<file path="src/rtl/decoder_rr_arbiter.sv">
// rtl/decoder_rr_arbiter.sv - round-robin arbiter for a shared 3-to-8 decode resource with hold limit
module decoder_rr_arbiter #(
    parameter int unsigned MAX_HOLD = 16,
    parameter int unsigned CNT_W    = 8
) (
    input  logic       clk_i,
    input  logic       rst_ni,
    input  logic [7:0] req_i,
    output logic [7:0] gnt_o,
    output logic [2:0] gnt_idx_o,
    output logic       gnt_valid_o,
    output logic       preempt_o
);

    localparam logic [CNT_W-1:0] HOLD_LIM = CNT_W'(MAX_HOLD);
    localparam bit               LIM_EN   = (MAX_HOLD != 0);

    typedef enum logic {
        IDLE,
        BUSY
    } state_e;

    state_e           state_q;
    logic [2:0]       ptr_q;
    logic [CNT_W-1:0] hold_cnt_q;
    logic [CNT_W-1:0] hold_cnt_d;
    logic [7:0]       gnt_q;
    logic [2:0]       gnt_idx_q;
    logic             gnt_valid_q;
    logic             preempt_q;

    logic [2:0]       win_idx;
    logic             win_found;

    // Scan downward so the candidate closest to ptr_q is the last one written.
    always_comb begin
        win_idx   = ptr_q;
        win_found = 1'b0;
        for (int k = 7; k >= 0; k--) begin
            if (req_i[ptr_q + 3'(k)]) begin
                win_idx   = ptr_q + 3'(k);
                win_found = 1'b1;
            end
        end
    end

    always_comb begin
        hold_cnt_d = hold_cnt_q;
        if (hold_cnt_q != {CNT_W{1'b1}}) begin
            hold_cnt_d = hold_cnt_q + CNT_W'(1);
        end
    end

    always_ff @(posedge clk_i or negedge rst_ni) begin
        if (!rst_ni) begin
            state_q     <= IDLE;
            ptr_q       <= 3'd0;
            hold_cnt_q  <= '0;
            gnt_q       <= 8'h00;
            gnt_idx_q   <= 3'd0;
            gnt_valid_q <= 1'b0;
            preempt_q   <= 1'b0;
        end else begin
            preempt_q <= 1'b0;
            case (state_q)
                IDLE: begin
                    if (win_found) begin
                        state_q     <= BUSY;
                        gnt_idx_q   <= win_idx;
                        gnt_q       <= 8'd1 << win_idx;
                        gnt_valid_q <= 1'b1;
                        hold_cnt_q  <= CNT_W'(1);
                        ptr_q       <= win_idx + 3'd1;
                    end
                end
                BUSY: begin
                    // Release outranks the hold limit, so a tie never pulses preempt.
                    if (!req_i[gnt_idx_q]) begin
                        state_q     <= IDLE;
                        gnt_q       <= 8'h00;
                        gnt_valid_q <= 1'b0;
                        hold_cnt_q  <= '0;
                    end else if (LIM_EN && (hold_cnt_q == HOLD_LIM)) begin
                        state_q     <= IDLE;
                        gnt_q       <= 8'h00;
                        gnt_valid_q <= 1'b0;
                        hold_cnt_q  <= '0;
                        preempt_q   <= 1'b1;
                    end else begin
                        hold_cnt_q  <= hold_cnt_d;
                    end
                end
            endcase
        end
    end

    assign gnt_o       = gnt_q;
    assign gnt_idx_o   = gnt_idx_q;
    assign gnt_valid_o = gnt_valid_q;
    assign preempt_o   = preempt_q;

endmodule

</file>
<file path="config.mk">
export PLATFORM = sky130hd
export DESIGN_NAME = decoder_rr_arbiter
export DESIGN_NICKNAME = d
export VERILOG_FILES = /design/src/rtl/decoder_rr_arbiter.sv
export SDC_FILE = /design/constraint.sdc
export NUM_CORES = 1
export LEC_CHECK = 0
export ABC_AREA = 1
export BUFFER_PORTS_ARGS = -buffer_cell sky130_fd_sc_hd__buf_2
export CORE_MARGIN = 4
export CORE_UTILIZATION = 50
export DETAILED_ROUTE_END_ITERATION = 8
export PLACE_DENSITY = 0.81
export SLEW_MARGIN = 15
export SYNTH_ARGS = -nofsm -noshare
export SYNTH_HDL_FRONTEND = slang
export SYNTH_SLANG_ARGS = --single-unit
export TNS_END_PERCENT = 30
</file>
<file path="constraint.sdc">
create_clock -name clk_i -period 2.35 [get_ports clk_i]
set_input_delay 0.3525 -clock clk_i [delete_from_list [all_inputs] [get_ports clk_i]]
set_output_delay 0.3525 -clock clk_i [all_outputs]
set_load 0.03 [all_outputs]
</file>
======== Word level (Yosys, flattened, before mapping) ========
Cells that the tools add are included.
word-level totals
  flip-flop bits (word level) ............. 25
  input port bits ......................... 10
cells by class
  add/subtract/negate cells ............... 9
  order comparisons ....................... 9
  eq/ne operators ......................... 5
  shift operators ......................... 1
  muxes and demuxes ....................... 54
  bitwise gates (word level) .............. 1
  reduce and logical (&&, ||, !) cells .... 3
operators by type and width
  cell                   count
  $mux W8                7
  $lt A3 B4 Y1 const B   9
  $pmux W8 S2            2
  $bmux W1 S3            9
  $mux W1                26
  $mux W3                8
  $add A3 B3 Y3 const B  4
  $add A8 B1 Y8 const B  1
  $eq A8 B5 Y1 const B   1
  $ne A8 B8 Y1 const B   1
  $shl A1 B3 Y8 const A  1
  $add A3 B1 Y3 const B  2
  $add A3 B2 Y3 const B  2
  $reduce_and A2 Y1      3
  $ne A4 B3 Y1 const B   1
  $pmux W1 S2            2
  $ne A3 B2 Y1 const B   1
  $ne A2 B2 Y1 const B   1
  $not A1 Y1             1

======== Logic depth before layout (Yosys ltp) ========
  depth after elaboration ................. 14
  mapped depth ............................ 22
  depth with buffers taken out ............ 21

======== Worst setup path after synthesis ========
No wires, ideal clock.
  path type ............................... flip-flop to flip-flop
  from .................................... register ptr_q[1]
  to ...................................... register gnt_q[7], in the netlist gnt_o[7]
  arrival time ............................ 2.276 ns
  required time ........................... 2.229 ns
  setup slack ............................. -0.047 ns
  stages on the path, launching flop included .. 20
  period minus slack after synthesis ...... 2.397 ns
  cell sequence ........................... dfrtp_1 -> buf_6 -> inv_6 -> ha_1 -> inv_2 -> nand3_1 -> nand3_1 -> nand2_2 -> a21oi_1 -> nand3_1 -> nand2_1 -> nand2_1 -> nand2_1 -> nand2_1 -> nand2_2 -> nand2_2 -> nand2_1 -> inv_1 -> ha_1 -> a22o_1
on the way
  cells in the longest elaborated chain, start to end .. 14
  elaborated cells between the ends (all ways) .. 44
  those cells by class .................... add/sub (7); eq/ne (1); shift (1); mux (34); reduce/logical (1)
RTL lines
  what                           line    text
  from (decl)                    24      logic [2:0] ptr_q;
  from (signal assigned)         73      ptr_q <= win_idx + 3'd1;
  $add A3 B3 Y3                  40, 41
  $bmux W1 S3                    40      if (req_i[ptr_q + 3'(k)]) begin
  $mux W1 (not written as such)  40
  $mux W3 (8 in a row)           40
  $shl A1 B3 Y8                  70      gnt_q <= 8'd1 << win_idx;
  $mux W8                        67      if (win_found) begin
  $pmux W8 S2                    65      case (state_q)
  to (signal assigned)           70
  to (decl)                      27      logic [7:0] gnt_q;
Parallel ways exist; a longest one is shown, timed or not. The select of a mux whose other input is x is not followed.
A chain may end at the register's enable or synchronous reset.

======== Worst setup path after layout ========
  from .................................... register ptr_q[0]
  to ...................................... register gnt_q[7], in the netlist gnt_o[7]
The elaborated chain is that of the path after synthesis.

==> summary.md <==
| Metric | Value |
|---|---|
| Status | finished clean |
| DRT Wirelength | ~5000 µm |
| First-pass GRT wire length | 8000 µm |
| Layout Utilization | 64.9% |
| Clock-pin slew on the worst setup and hold paths | 90 ps |
| Area share of the largest cell type after synthesis | 32.4% |
| Core ar. | 3690 µm² |
| Vias in the first global route | about 1,800 |
| CP Capture Type | register |
| Ys Warns | 0 |
| CP startpoint kind | register |
| Bufs on Longest Clock Path | 2 |
| Top post-synthesis cells by area | dfrtp_1 32%, nand2_1 17%, nand3_1 9.6% |
| IO Pins | 23 |
| Port Buf Inserts | 22 |
| Slew @ Worst Pin | 549 ps |
| Gp weighted congestion | 0.916 |
| Seq/Total Area, Yosys | about a third |
| Normalized max-slew margin | a little under two thirds |
| Hold WS | between 50 and 60 ps |
| CTS Buf Count | 3 |
| Non-Filler Instances | between 300 and 400 |
| Met1 GRT Util | 26.8% |
| CTS tree | built |
| Tmin final | 2310 ps |
| Die W | between 70 and 80 µm |
| Total GRT Usage | 19.6% |
| Final hold violations | 0 |
| Crit share post-route | 98.3% |
| Initial core utilization | 52.3% |
| Final Max Slew Viols | 0 |
| Routed vias | 1,976 |
| Largest net degree at the start of global routing | 26 |
| Synth area leader | dfrtp_1 |
| Die height | 70.1 µm |
| Gr ovfl total | 0 |
| Fmax | about 430 MHz |
| CP required | between 2000 and 3000 ps |
| Synthesized cell area | about 1900 µm² |
| RSZ-0062 raised after global routing | true |
| Met2 GRT Util | 32.6% |
| Placed insts | about 350 |
| Synthesis-to-finish area growth | 24.1% |
| H-tree depth | 1 |
| Setup tns final | 0 ps |
| Root buf cell | clkbuf_8 |
| Commonest non-fill, non-tap cells in the layout | 80 x nand2_1, 25 x nand3_1, 24 x inv_1, 23 x dfrtp_1, 22 x buf_2 |
| Drt drc | 0 |
| Final #Nets | between 300 and 400 |
| Antenna viol nets, final | 0 |
| Die Area | 4920 µm² |
| Post-DP HPWL | 3730 µm |
| Worst Hold Class | in2async |
| Syn Area/Cell | 6.99 µm² |
| Commonest non-fill, non-tap cell in the layout | nand2_1 |
| Largest fanout on the critical path | 6 |
| Synth cell types | 30 |
| CTS Sinks | 25 |
| DR pass1 iterations | 4 |
| Share of cells above drive strength 1 | 33.5% |
| Final setup viols | 0 |
| Hold-fix buffers at CTS | 0 |
| Antenna violations before repair | 0 |
| Clock Latency Late Sink | about 270 ps |
| Max cap viols | 0 |
| Layer with the highest usage | met2 |
| FP Rows | 22 |
| Via/cell ratio | about 5.5 |
| Post-Synthesis Cells | 276 |
| DRT iter0 DRCs | 103 |
| Clk_skew | 6.53 ps |
| WL/cell | 13.9 µm |
| Ant. Diodes | 0 |
| Seq cells post-synth | 25 |
| WP data arrival | 2480 ps |
| Critical path class | reg2reg |
| Post-synth net total | 291 |
| Global routing met3 resource utilization | 2.45% |
==> layout make-up <==
type / instances / area, µm²
Fill cell: 306 / 1290
Timing Repair Buffer: 37 / 223
Multi-Input combinational cell: 210 / 1280
Clock inverter: 1 / 7.51
Clock buffer: 3 / 41.3
Inverter: 37 / 149
Sequential cell: 25 / 628
Tap cell: 48 / 60.1
==> worst paths after layout <==
check                                            end            startpoint  cells past startpoint  slack, ps
worst min-delay path            ptr_q[0]$_DFFE_PN0P_                rst_ni                      1         60
min in group clk_i              gnt_o[6]$_DFFE_PN0P_  gnt_o[6]$_DFFE_PN0P_                      2        490
worst max-delay path            gnt_o[7]$_DFFE_PN0P_  ptr_q[0]$_DFFE_PN0P_                     19         40
worst max register to register  gnt_o[7]$_DFFE_PN0P_  ptr_q[0]$_DFFE_PN0P_                     19         40
worst min register to register  gnt_o[6]$_DFFE_PN0P_  gnt_o[6]$_DFFE_PN0P_                      2        490
max in group asynchronous       ptr_q[1]$_DFFE_PN0P_                rst_ni                      1       1900
==> cell usage after synthesis <==
| library cell | count |
|---|---|
| nand3_1 | 37 |
| xnor2_1 | 3 |
| nor4_1 | 1 |
| nor3_1 | 8 |
| a21oi_1 | 6 |
| xor2_1 | 6 |
| dfrtp_1 | 25 |
| o41ai_1 | 3 |
| nor2_4 | 1 |
| o21a_1 | 2 |
| inv_2 | 10 |
| nand2_4 | 1 |
| nor2_2 | 3 |
| o21ai_1 | 10 |
| clkinv_1 | 1 |
| nand2_1 | 85 |
| inv_6 | 1 |
| inv_1 | 25 |
| nor2_1 | 7 |
| o21ai_0 | 4 |
| nand4_1 | 1 |
| o221ai_1 | 1 |
| nand2_2 | 15 |
| nor3_2 | 1 |
| buf_6 | 4 |
| a31oi_1 | 1 |
| mux2i_1 | 2 |
| ha_1 | 5 |
| a22o_1 | 1 |
| nand3_2 | 6 |
==> registers in the layout, summed over array words and instances (netlist names) <==
name and flops:
ptr_q 3, gnt_valid_o 1, gnt_idx_o 3, preempt_o 1
state_q 1, hold_cnt_q 8, gnt_o 8
==> through the flow <==
stage	setup slack (ps)	cell area, µm²
after floorplan	57.6	1940
after CTS	3.66	2220
final	39.6	2390
after global routing	-125	2390
after detailed placement	-67.0	2140
after global placement	3.22	2140
==> per-layer routing <==
layer / part of all wire [%] / vias up
met4: 2.1 / 0
li1: - / 974
met3: 5.7 / 13
met1: 45 / 921
met5: 0 / -
met2: 47 / 68
==> cells by family after synthesis <==
| group | synth area share (%) |
|---|---|
| flops | 32.4 |
| compound gates | 8.56 |
| simple gates | 40.9 |
| buf+inv | 9.79 |
| fa+ha+maj | 3.24 |
| xor+xnor | 4.09 |
| mux | 1.04 |
==> worst max-delay path: stages, from the launching register on <==
cell and delay (ps):
dfrtp_1 440, inv_2 80, ha_4 330, inv_6 60
nand3_4 90, nand3_4 90, nand2_4 110, nand2_2 50
nand2_1 50, nand2_1 40, nand2_1 50, nand2_1 50
nand2_1 80, nand2_1 70, nand2_2 80, nand2_4 50
nand2_2 80, inv_2 50, ha_4 140, a22o_1 190
==> repair_timing <==
action                     4_1_cts  5_1_grt
pin swaps                        2        9
resized for setup                8       27
cloned                           0        0
setup endpoints to repair        8       14
buffers inserted                 0        5
Power is left out: the tool's default activity adds up to more than one toggle a clock period on the data nets, which glitch-free logic cannot reach.
